**config.mk**
```make
export PLATFORM = sky130hd
export DESIGN_NAME = tone_period_meter
export DESIGN_NICKNAME = d
export VERILOG_FILES = /design/src/rtl/tone_meter_pkg.sv /design/src/rtl/tone_sync_edge.sv /design/src/rtl/tone_period_meter.sv
export SDC_FILE = /design/constraint.sdc
export NUM_CORES = 1
export LEC_CHECK = 0
export ABC_AREA = 1
export CAP_MARGIN = 5
export CORE_ASPECT_RATIO = 0.8
export CORE_MARGIN = 1
export CORE_UTILIZATION = 43
export CTS_BUF_LIST = sky130_fd_sc_hd__clkbuf_2 sky130_fd_sc_hd__clkbuf_4 sky130_fd_sc_hd__clkbuf_8
export CTS_CLUSTER_SIZE = 24
export DETAILED_ROUTE_END_ITERATION = 10
export GPL_ROUTABILITY_DRIVEN = 1
export PLACE_DENSITY = 0.68
export SYNTH_ARGS = -nofsm -noshare
export SYNTH_HDL_FRONTEND = slang
export SYNTH_SLANG_ARGS = --single-unit
```
**constraint.sdc**
```tcl
create_clock -name CLK -period 1.95 [get_ports CLK]
set_clock_uncertainty 0.15 [all_clocks]
set_input_delay 0.39 -clock CLK [delete_from_list [all_inputs] [get_ports CLK]]
set_output_delay 0.39 -clock CLK [all_outputs]
set_load 0.01 [all_outputs]
```
**src/rtl/tone_meter_pkg.sv**
```systemverilog
// Shared types and default constants for the tone period meter.
package tone_meter_pkg;

    typedef enum logic [1:0] {
        IDLE   = 2'd0,
        ARMED  = 2'd1,
        LOCKED = 2'd2
    } state_t;

    localparam int CNT_W_DEF      = 20;
    localparam int MIN_PERIOD_DEF = 64;
    localparam int TIMEOUT_DEF    = 1000000;
    localparam int CLK_HZ         = 16000000;

endpackage

```
**src/rtl/tone_sync_edge.sv**
```systemverilog
// Two-flop synchronizer for the tone input, followed by a previous-sample
// register for rising-edge detection.
module tone_sync_edge (
    input  logic CLK,
    input  logic RST_N,
    input  logic din,
    output logic synced,
    output logic rise
);

    logic meta;
    logic sync;
    logic prev;

    // NOTE: sequential state uses non-blocking assignments so the three stages
    // shift together instead of collapsing into one flop.
    always_ff @(posedge CLK or negedge RST_N) begin
        if (!RST_N) begin
            meta <= 1'b0;
            sync <= 1'b0;
            prev <= 1'b0;
        end else begin
            meta <= din;
            sync <= meta;
            prev <= sync;
        end
    end

    assign synced = sync;
    assign rise   = sync & ~prev;

endmodule

```
**src/rtl/tone_period_meter.sv**
```systemverilog
// Measures the period of a square-wave tone in CLK cycles, with glitch
// rejection and tone-absent timeout. Define TONE_DUTY_EN to add HIGH_CYCLES.
module tone_period_meter
    import tone_meter_pkg::*;
#(
    parameter int CNT_W          = CNT_W_DEF,
    parameter int MIN_PERIOD     = MIN_PERIOD_DEF,
    parameter int TIMEOUT_CYCLES = TIMEOUT_DEF
) (
    input  logic             CLK,
    input  logic             RST_N,
    input  logic             TONE_IN,
    output logic [CNT_W-1:0] PERIOD,
    output logic             PERIOD_VALID,
`ifdef TONE_DUTY_EN
    output logic [CNT_W-1:0] HIGH_CYCLES,
`endif
    output logic             TONE_PRESENT
);

    localparam logic [CNT_W-1:0] MIN_CNT     = CNT_W'(MIN_PERIOD);
    localparam logic [CNT_W-1:0] TIMEOUT_CNT = CNT_W'(TIMEOUT_CYCLES);

    logic             synced;
    logic             rise;
    logic             accept;
    state_t           state,   state_nxt;
    logic [CNT_W-1:0] cnt,     cnt_nxt;
    logic [CNT_W-1:0] period_nxt;
    logic             valid_nxt;
    logic             present_nxt;

    tone_sync_edge u_sync (
        .CLK    (CLK),
        .RST_N  (RST_N),
        .din    (TONE_IN),
        .synced (synced),
        .rise   (rise)
    );

    assign accept = rise && (state != IDLE) && (cnt >= MIN_CNT);

    // NOTE: every output of this block gets a default first, so no path can
    // leave a value unassigned and infer a latch.
    always_comb begin
        state_nxt   = state;
        cnt_nxt     = cnt;
        period_nxt  = PERIOD;
        valid_nxt   = 1'b0;
        present_nxt = TONE_PRESENT;
        case (state)
            IDLE: begin
                cnt_nxt = '0;
                if (rise) begin
                    state_nxt = ARMED;
                    cnt_nxt   = CNT_W'(1);
                end
            end
            ARMED, LOCKED: begin
                // An accepted edge at the timeout count still wins.
                if (accept) begin
                    state_nxt   = LOCKED;
                    cnt_nxt     = CNT_W'(1);
                    period_nxt  = cnt;
                    valid_nxt   = 1'b1;
                    present_nxt = 1'b1;
                end else if (cnt == TIMEOUT_CNT) begin
                    state_nxt   = IDLE;
                    cnt_nxt     = '0;
                    present_nxt = 1'b0;
                end else begin
                    cnt_nxt = cnt + CNT_W'(1);
                end
            end
            default: begin
                state_nxt = IDLE;
                cnt_nxt   = '0;
            end
        endcase
    end

    always_ff @(posedge CLK or negedge RST_N) begin
        if (!RST_N) begin
            state        <= IDLE;
            cnt          <= '0;
            PERIOD       <= '0;
            PERIOD_VALID <= 1'b0;
            TONE_PRESENT <= 1'b0;
        end else begin
            state        <= state_nxt;
            cnt          <= cnt_nxt;
            PERIOD       <= period_nxt;
            PERIOD_VALID <= valid_nxt;
            TONE_PRESENT <= present_nxt;
        end
    end

`ifdef TONE_DUTY_EN
    logic [CNT_W-1:0] high_cnt, high_cnt_nxt;
    logic [CNT_W-1:0] high_out_nxt;

    // The arming edge also starts a high-time window so the first report is sane.
    always_comb begin
        high_cnt_nxt = high_cnt;
        high_out_nxt = HIGH_CYCLES;
        if (accept) begin
            high_out_nxt = high_cnt;
            high_cnt_nxt = CNT_W'(1);
        end else if (state == IDLE) begin
            if (rise) high_cnt_nxt = CNT_W'(1);
        end else if (synced) begin
            high_cnt_nxt = high_cnt + CNT_W'(1);
        end
    end

    always_ff @(posedge CLK or negedge RST_N) begin
        if (!RST_N) begin
            high_cnt    <= '0;
            HIGH_CYCLES <= '0;
        end else begin
            high_cnt    <= high_cnt_nxt;
            HIGH_CYCLES <= high_out_nxt;
        end
    end
`else
    logic level_unused;
    assign level_unused = synced;
`endif

endmodule

```
==> flow_summary.ini, run 1 <==
[sta]
rsz0062_at_grt = no
hold_viol = 0
tns_ns = 0
post-route-min-period_ns = 1.760
min_period_over_period_pct = 90.25
setup_viol = 0
tightest_slew_ns = 0.4393
max_slew_margin_pct = 70.71
fmax_ghz = 0.5682
maxSlewViolCount = 0

[worst_setup_path]
crit_chain = clkdlybuf4s50_1
r2r_cells = 5
critPathKind = register to output port
cpMaxStageDelayCell = clkdlybuf4s50_1
cp_top_family = buffers and inverters
worst-path-stages = 1
critPathRequiredTime_ns = 1.41
worstSetupStartpointType = register
startpoint = PERIOD[14]
r2r_slack_ns = 0.23
crit_path_end_kind = output port
r2r_end = cnt[15]
max_stage_delay_ns = 0.54
crit_fanout = 2
cp-endpoint = PERIOD[14]
r2r-start = cnt[11]
crit_arrival_ns = 1.22
critical_path_buf_inv_count = 1

[routing]
via_per_inst = 4.802
firstDrtPassIters = 4
wl_per_cell_um = 12.51
vias = 1772
ant_nets = 0
initialDrtViolationCount = 100
drc = 0
routed_wl_mm = 4.616

[cells_and_area]
multi_input_area_um2 = 975.9
fillers = 487
seq_area_um2 = 1176
antennaDiodeCount = 0
mostFrequentLayoutCells = nand2_1, nor2_1, dfrtp_1, clkdlybuf4s50_1, inv_1
drive_gt1_share_pct = 10.10
area_growth_pct = 19.55
final_common_cell = nand2_1
nets = 313
final_area_um2 = 2746

[die]
core_um2 = 5065
io_pins = 25
row_count = 23
dieArea_um2 = 5641
die_y_um = 67.38
die_width_um = 83.72
initial_core_util_pct = 45.36

[yosys]
ys_seq_area_share_pct = 51.20
yosys_warnings = 0
async_reset_ff_share_pct = 100.0
synth.distinct_cells = 28
synth_ff_type = dfrtp_1
synth.cell_area_um2 = 2297
syn-num-nets = 283
synthCells = 276
synth.avg_cell_area_um2 = 8.323
synth_edf_count = 0
ys_ff_latch = 47

[clocking]
clock_sinks = 47
tritoncts = yes
post_cts_resized = 0
cts_made_buffers = 5
clockRootBuffer = clkbuf_8
cts.clk_slew.worst_paths_ns = 0.09
cts_setup_buffers = 0
cts_hold_buf = 1
htree_levels = 2
insertion_delay_ns = 0.31
cts.path.max_buffers = 2

[grt]
grt_start_max_net_pins = 22
grt_usage_pct = 18.71
gr-total-overflow = 0
grt_antenna_before_repair = 0
grt_pass1_wl_mm = 8.148
grt_pass1_vias = 1713

[power]
p_int_mw = 1.615
irDropWorstVdd_mv = 0.5850
powerDensity_nw_per_um2 = 796.4
power_frac_seq_pct = 48.0
p_comb_share_pct = 13.0
total_power_mw = 2.187
sw_frac_of_total_pct = 26.16
p_leak_nw = 1.317
switchingPower_mw = 0.5721
power_frac_clock_pct = 39.0

[placed_design]
placed_area_um2 = 2600
dp_hpwl_mm = 3.444
io_buffers = 24
gp_congestion = 0.8454

[run]
drv_cap = 0

[status]
run_status = complete, no violations

[min_path]
hold_path_class = register to register
## synthesized netlist by cell type (2+ instances only)
cell | count | share of area, %
nor2_2 | 2 | 0.54
xnor2_1 | 4 | 1.5
o21ai_0 | 14 | 3.1
inv_1 | 22 | 3.6
inv_2 | 2 | 0.33
nand3_2 | 5 | 2.2
dfrtp_1 | 47 | 51
xor2_1 | 7 | 2.7
nand4_1 | 3 | 0.82
buf_6 | 2 | 0.98
nor3_1 | 2 | 0.44
nand3_1 | 10 | 2.2
nand2_1 | 86 | 14
ha_1 | 4 | 2.2
buf_2 | 4 | 0.87
nor2_1 | 50 | 8.2
## metrics by stage
stage	utilization, %	setup slack (ns)	hold WS [ns]	instances
after floorplan	-	0.4431	-0.05559	276
after global placement	51.33	0.3030	0.1989	360
after detailed placement	51.33	0.2497	0.1927	360
after CTS	54.22	0.1871	0.2170	369
after global routing	54.22	0.09521	0.2319	369
final	54.22	0.1901	0.2100	369
## final cells by class
cell class | count | area share [%]
flip-flops and latches | 47 | 42.82
clock inverters | 3 | 2.460
well taps | 62 | 2.825
inverters | 24 | 3.280
clock buffers | 5 | 2.506
multi-input cells | 197 | 35.54
repair buffers | 31 | 10.57
## metal layers
metal,wire [µm],track usage [%]
met2,2035,29.17
met4,68,8.263
met1,2338,25.64
met5,0,0
met3,173,3.790
## registers in the layout (all words and copies together), names as in the netlist
name / flops
u_sync.prev: 1
cnt: 20
PERIOD_VALID: 1
u_sync.meta: 1
PERIOD: 20
state: 2
u_sync.synced: 1
TONE_PRESENT: 1
## logic make-up after synthesis
| family | after synthesis | synth area share [%] |
|---|---|---|
| buf+inv | 32 | 6.318 |
| simple gates | 166 | 32.52 |
| xor+xnor | 11 | 4.194 |
| compound gates | 16 | 3.595 |
| flops | 47 | 51.20 |
| fa+ha+maj | 4 | 2.179 |
## power groups by stage
| stage | sequential, mW | clock (mW) | combinational, mW |
|---|---|---|---|
| 2_1_floorplan | 1.06 | 0 | 0.229 |
| 3_3_place_gp | 1.06 | 0 | 0.280 |
| 3_5_place_dp | 1.07 | 0 | 0.289 |
| 4_1_cts | 1.05 | 0.870 | 0.291 |
| 5_1_grt | 1.06 | 0.904 | 0.324 |
| 6_report | 1.05 | 0.854 | 0.283 |
## how the worst min path moves through the flow
stage	end	slack, ns	cells after the start	start
4_1_cts	u_sync.synced	0.22	0	u_sync.meta
2_1_floorplan	PERIOD[0]	-0.06	0	RST_N
3_5_place_dp	u_sync.synced	0.19	0	u_sync.meta
6_report	u_sync.synced	0.21	0	u_sync.meta
3_3_place_gp	PERIOD[16]	0.20	1	RST_N
5_1_grt	u_sync.synced	0.23	0	u_sync.meta
Power figures use the tool's default switching activity.
==> run 2, diff against run 1 <==
==> constraint.sdc (replaced) <==
create_clock -name CLK -period 1.95 [get_ports CLK]
set_clock_uncertainty 0.15 [all_clocks]
set_input_delay 0.39 -clock CLK [delete_from_list [all_inputs] [get_ports CLK]]
set_output_delay 0.39 -clock CLK [all_outputs]
set_load 0.05 [all_outputs]
==> run 2 against run 1 <==
Largest cell class unchanged; wire length fell by 0.35%; highest routed layer unchanged; register-to-register slack barely moved; critical path depth rose by 6.
==> flow_summary.ini, run 2 (same netlist as run 1, synthesis figures left out) <==
[die]
die_width_um = 83.72
initial_core_util_pct = 45.36
io_pins = 25
die_y_um = 67.38
core_um2 = 5065
dieArea_um2 = 5641
row_count = 23

[grt]
grt_pass1_wl_mm = 8.031
grt_usage_pct = 18.57
grt_antenna_before_repair = 0
gr-total-overflow = 0
grt_start_max_net_pins = 22
grt_pass1_vias = 1750

[worst_setup_path]
r2r_cells = 7
critPathKind = register to register
critPathRequiredTime_ns = 2.03
worstSetupStartpointType = register
r2r_slack_ns = 0.23
crit_path_end_kind = register
crit_arrival_ns = 1.80
crit_fanout = 19

[clocking]
clock_sinks = 47
tritoncts = yes
cts_made_buffers = 5
cts_setup_buffers = 0
clockRootBuffer = clkbuf_8
cts.path.max_buffers = 2
insertion_delay_ns = 0.31
cts.clk_slew.worst_paths_ns = 0.08
htree_levels = 2

[sta]
post-route-min-period_ns = 1.725
maxSlewViolCount = 0
hold_viol = 0
rsz0062_at_grt = no
max_slew_margin_pct = 70.72
tns_ns = 0
whs_ns = 0.2126
setup_viol = 0
fmax_ghz = 0.5799
tightest_slew_ns = 0.4392
min_period_over_period_pct = 88.44

[power]
p_comb_share_pct = 13.9
power_frac_seq_pct = 50.3
irDropWorstVdd_mv = 0.4803
p_leak_nw = 1.359
switchingPower_mw = 0.5611
sw_frac_of_total_pct = 26.97
total_power_mw = 2.081
p_int_mw = 1.519
power_frac_clock_pct = 35.8
powerDensity_nw_per_um2 = 778.5

[placed_design]
io_buffers = 24
gp_congestion = 0.8775
dp_hpwl_mm = 3.399

[cells_and_area]
nets = 313
post-route-util_pct = 52.77
fillers = 485
final_common_cell = nand2_1
reg_top3 = PERIOD x20, cnt x20, state x2
area_growth_pct = 16.34
antennaDiodeCount = 0
drive_gt1_share_pct = 17.26
mostFrequentLayoutCells = nand2_1, nor2_1, dfrtp_1, buf_4, inv_1

[routing]
ant_nets = 0
met3_wirelength_um = 167
via_per_inst = 4.824
met1_length_mm = 2.359
route.met2.wl_mm = 2.035
highest_layer = met4
initialDrtViolationCount = 60
firstDrtPassIters = 4
wl_per_cell_um = 12.47
routed_wl_mm = 4.600
drc = 0
vias = 1780

[min_path]
min_path_cells = 0
hold_path_class = register to register

[run]
drv_cap = 0

[status]
run_status = complete, no violations
[run 2: changes by cell type in the layout (fill, tap and decap cells not counted)]
cell             before  now
buf_4                 6   28
clkdlybuf4s50_1      23    1
bufinv_16             2    1
clkbuf_8              5    6
clkinv_2              0    1
clkinvlp_4            1    0
[run 2: layer usage]
layer,GRT usage [%],up-vias
met5,0,-
met4,4.873,0
met3,5.623,5
met2,29.57,22
met1,25.02,842
li1,-,911
[run 2: path summary, 6_finish.rpt]
check	start	to
hold / removal	u_sync.meta	u_sync.synced
max in group asynchronous	RST_N	cnt[18]
setup reg to reg	cnt[18]	cnt[1]
setup / recovery	cnt[18]	cnt[1]
hold reg to reg	u_sync.meta	u_sync.synced
min in group asynchronous	RST_N	PERIOD[9]
[run 2: cell type report]
type	instances	area [µm²]	share of cell area (%)
Inverter	24	90.09	3.371
Multi-Input combinational cell	197	975.9	36.52
Tap cell	62	77.57	2.903
Timing Repair Buffer	31	235.2	8.802
Clock inverter	2	35.03	1.311
Clock buffer	6	82.58	3.090
Sequential cell	47	1176	44.01
[run 2: what timing repair did]
item | CTS | global route
gates resized for setup | 0 | 0
endpoints found under the hold margin | 18 | 0
hold buffers | 1 | 0
[run 2: power groups by stage]
stage / clock network (mW) / registers (mW) / logic, mW
2_1_floorplan: 0 / 1.06 / 0.229
3_3_place_gp: 0 / 1.06 / 0.281
3_5_place_dp: 0 / 1.07 / 0.290
4_1_cts: 0.756 / 1.05 / 0.294
5_1_grt: 0.808 / 1.05 / 0.325
6_report: 0.746 / 1.05 / 0.289
[run 2: per-stage QoR]
stage	std cells	cell area, µm²	setup slack [ns]
after floorplan	276	2297	0.4322
after global placement	360	2545	0.2838
after detailed placement	360	2545	0.2610
after CTS	369	2673	0.2328
after global routing	369	2673	0.08451
final	369	2673	0.2254
[run 2: critical path, stage by stage, from the launching register on]
cell and delay [ns]:
dfrtp_1 0.43, nor2_1 0.18, nand2_1 0.08, nor2_1 0.11, nand2_1 0.12, nand2_2 0.11
nand4_4 0.26, nor2_1 0.21
==> run 3, diff against run 2 <==
--- a/config.mk
+++ b/config.mk
@@ -14,6 +14,7 @@
 export CTS_CLUSTER_SIZE = 24
 export DETAILED_ROUTE_END_ITERATION = 10
 export GPL_ROUTABILITY_DRIVEN = 1
+export GPL_TIMING_DRIVEN = 0
 export PLACE_DENSITY = 0.68
 export SYNTH_ARGS = -nofsm -noshare
 export SYNTH_HDL_FRONTEND = slang
==> run 3 against run 2 <==
Final area grew 1.0%; power shrank 5.5%; critical path depth shrank 1; sequential power is essentially flat; setup slack lost 0.064 ns; non-clock buffer count grew 3; global-route usage grew 0.37 points; final cell count grew 0.81%; via count shrank 0.39%; hold slack lost 0.0073 ns; register-to-register slack lost 0.06 ns; maximum frequency shrank 3.6%; critical path type unchanged; largest cell class unchanged.
==> flow_summary.ini, run 3 (same netlist as run 1, synthesis figures left out) <==
[grt]
grt_start_max_net_pins = 26
grt_pass1_vias = 1734
grt_usage_pct = 18.94
grt_antenna_before_repair = 0
gr-total-overflow = 0
grt_pass1_wl_mm = 8.121

[cells_and_area]
seq_area_um2 = 1176
nets = 316
area_growth_pct = 17.54
reg_top3 = PERIOD x20, cnt x20, state x2
final_common_cell = nand2_1
multi_input_area_um2 = 975.9
antennaDiodeCount = 0
drive_gt1_share_pct = 10.97
fin_cells = 372
fillers = 510
mostFrequentLayoutCells = nand2_1, nor2_1, dfrtp_1, inv_1, dlygate4sd2_1

[sta]
rsz0062_at_grt = no
whs_ns = 0.2054
tightest_slew_ns = 0.5332
hold_viol = 0
fmax_ghz = 0.5590
maxSlewViolCount = 0
max_slew_margin_pct = 64.45
setup_viol = 0
post-route-min-period_ns = 1.789
min_period_over_period_pct = 91.74

[clocking]
clockRootBuffer = clkbuf_8
cts.path.max_buffers = 2
insertion_delay_ns = 0.31
cts.clk_slew.worst_paths_ns = 0.09
cts_made_buffers = 5
cts_setup_buffers = 0
clock_sinks = 47
htree_levels = 2
tritoncts = yes

[die]
row_count = 23
io_pins = 25
initial_core_util_pct = 45.36
die_width_um = 83.72
core_um2 = 5065
dieArea_um2 = 5641
die_y_um = 67.38

[run]
drv_cap = 0

[routing]
ant_nets = 0
via_per_inst = 4.766
firstDrtPassIters = 5
routed_wl_mm = 4.552
drc = 0
wl_per_cell_um = 12.24
initialDrtViolationCount = 129
vias = 1773

[worst_setup_path]
critPathRequiredTime_ns = 2.00
crit_fanout = 10
crit_path_end_kind = register
worstSetupStartpointType = register
critPathKind = register to register
crit_arrival_ns = 1.84

[placed_design]
gp_congestion = 0.8668
dpl.cell_count = 363
dp_hpwl_mm = 3.423
io_buffers = 24

[min_path]
hold_path_class = register to register

[power]
irDropWorstVdd_mv = 0.5421
powerDensity_nw_per_um2 = 727.8
p_leak_nw = 1.425

[status]
run_status = complete, no violations
[run 3: cell count changes in the layout (fill, tap and decap cells not counted), moves of 2 or more]
cell and change:
buf_2 +4, buf_4 -27, buf_6 +2, dlygate4sd2_1 +22
[run 3: worst paths after layout]
kind	start	to	slack (ns)	cells past startpoint
worst max register to register	cnt[8]	cnt[2]	0.16	6
worst max-delay path	cnt[8]	cnt[2]	0.16	6
worst min register to register	u_sync.meta	u_sync.synced	0.21	0
min in group asynchronous	RST_N	cnt[13]	0.43	2
max in group asynchronous	RST_N	cnt[2]	0.70	3
worst min-delay path	u_sync.meta	u_sync.synced	0.21	0
[run 3: power by group]
| group | total [mW] | switching (mW) | internal, mW |
|---|---|---|---|
| Sequential | 1.05 | 0.0378 | 1.01 |
| Combinational | 0.321 | 0.205 | 0.116 |
| Clock | 0.597 | 0.345 | 0.253 |
| Total | 1.97 | 0.587 | 1.38 |
[run 3: layout make-up]
| cell class | count | area share (%) |
|---|---|---|
| Sequential cell | 47 | 43.56 |
| Multi-Input combinational cell | 197 | 36.14 |
| Timing Repair Buffer | 26 | 8.804 |
| Inverter | 24 | 3.336 |
| Tap cell | 62 | 2.873 |
| Clock buffer | 5 | 2.549 |
| Buffer | 8 | 2.039 |
| Clock inverter | 3 | 0.6951 |
[run 3: critical path, stage by stage, from the launching register on]
cell,delay [ns]
dfrtp_1,0.48
or2_1,0.25
nor2_1,0.18
nand3_2,0.18
nand4_4,0.21
buf_6,0.18
nor2_1,0.05
[run 3: routing by layer]
| metal | track usage [%] | share of wire [%] | vias to the layer above |
|---|---|---|---|
| met2 | 30.18 | 44 | 22 |
| met5 | 0 | 0 | - |
| li1 | - | - | 918 |
| met4 | 8.263 | 1.8 | 0 |
| met1 | 25.18 | 51 | 826 |
| met3 | 4.401 | 3.4 | 7 |
[run 3: repair_timing]
action | in CTS | in global routing
hold buffers | 1 | 0
resized for setup | 22 | 0
endpoints found under the setup margin | 22 | 0
endpoints found under the hold margin | 22 | 0
[run 3: metrics by stage]
step	worst slack (ns)	instance area, µm²	total power, mW	util [%]	setup TNS (ns)
after floorplan	0.4322	2297	1.288	-	0
after global placement	-0.9464	2615	1.375	51.63	-44.40
after detailed placement	0.1952	2630	1.392	51.93	0
after CTS	0.1789	2700	1.992	53.31	0
after global routing	0.01841	2700	2.072	53.31	0
final	0.1610	2700	1.965	53.31	0
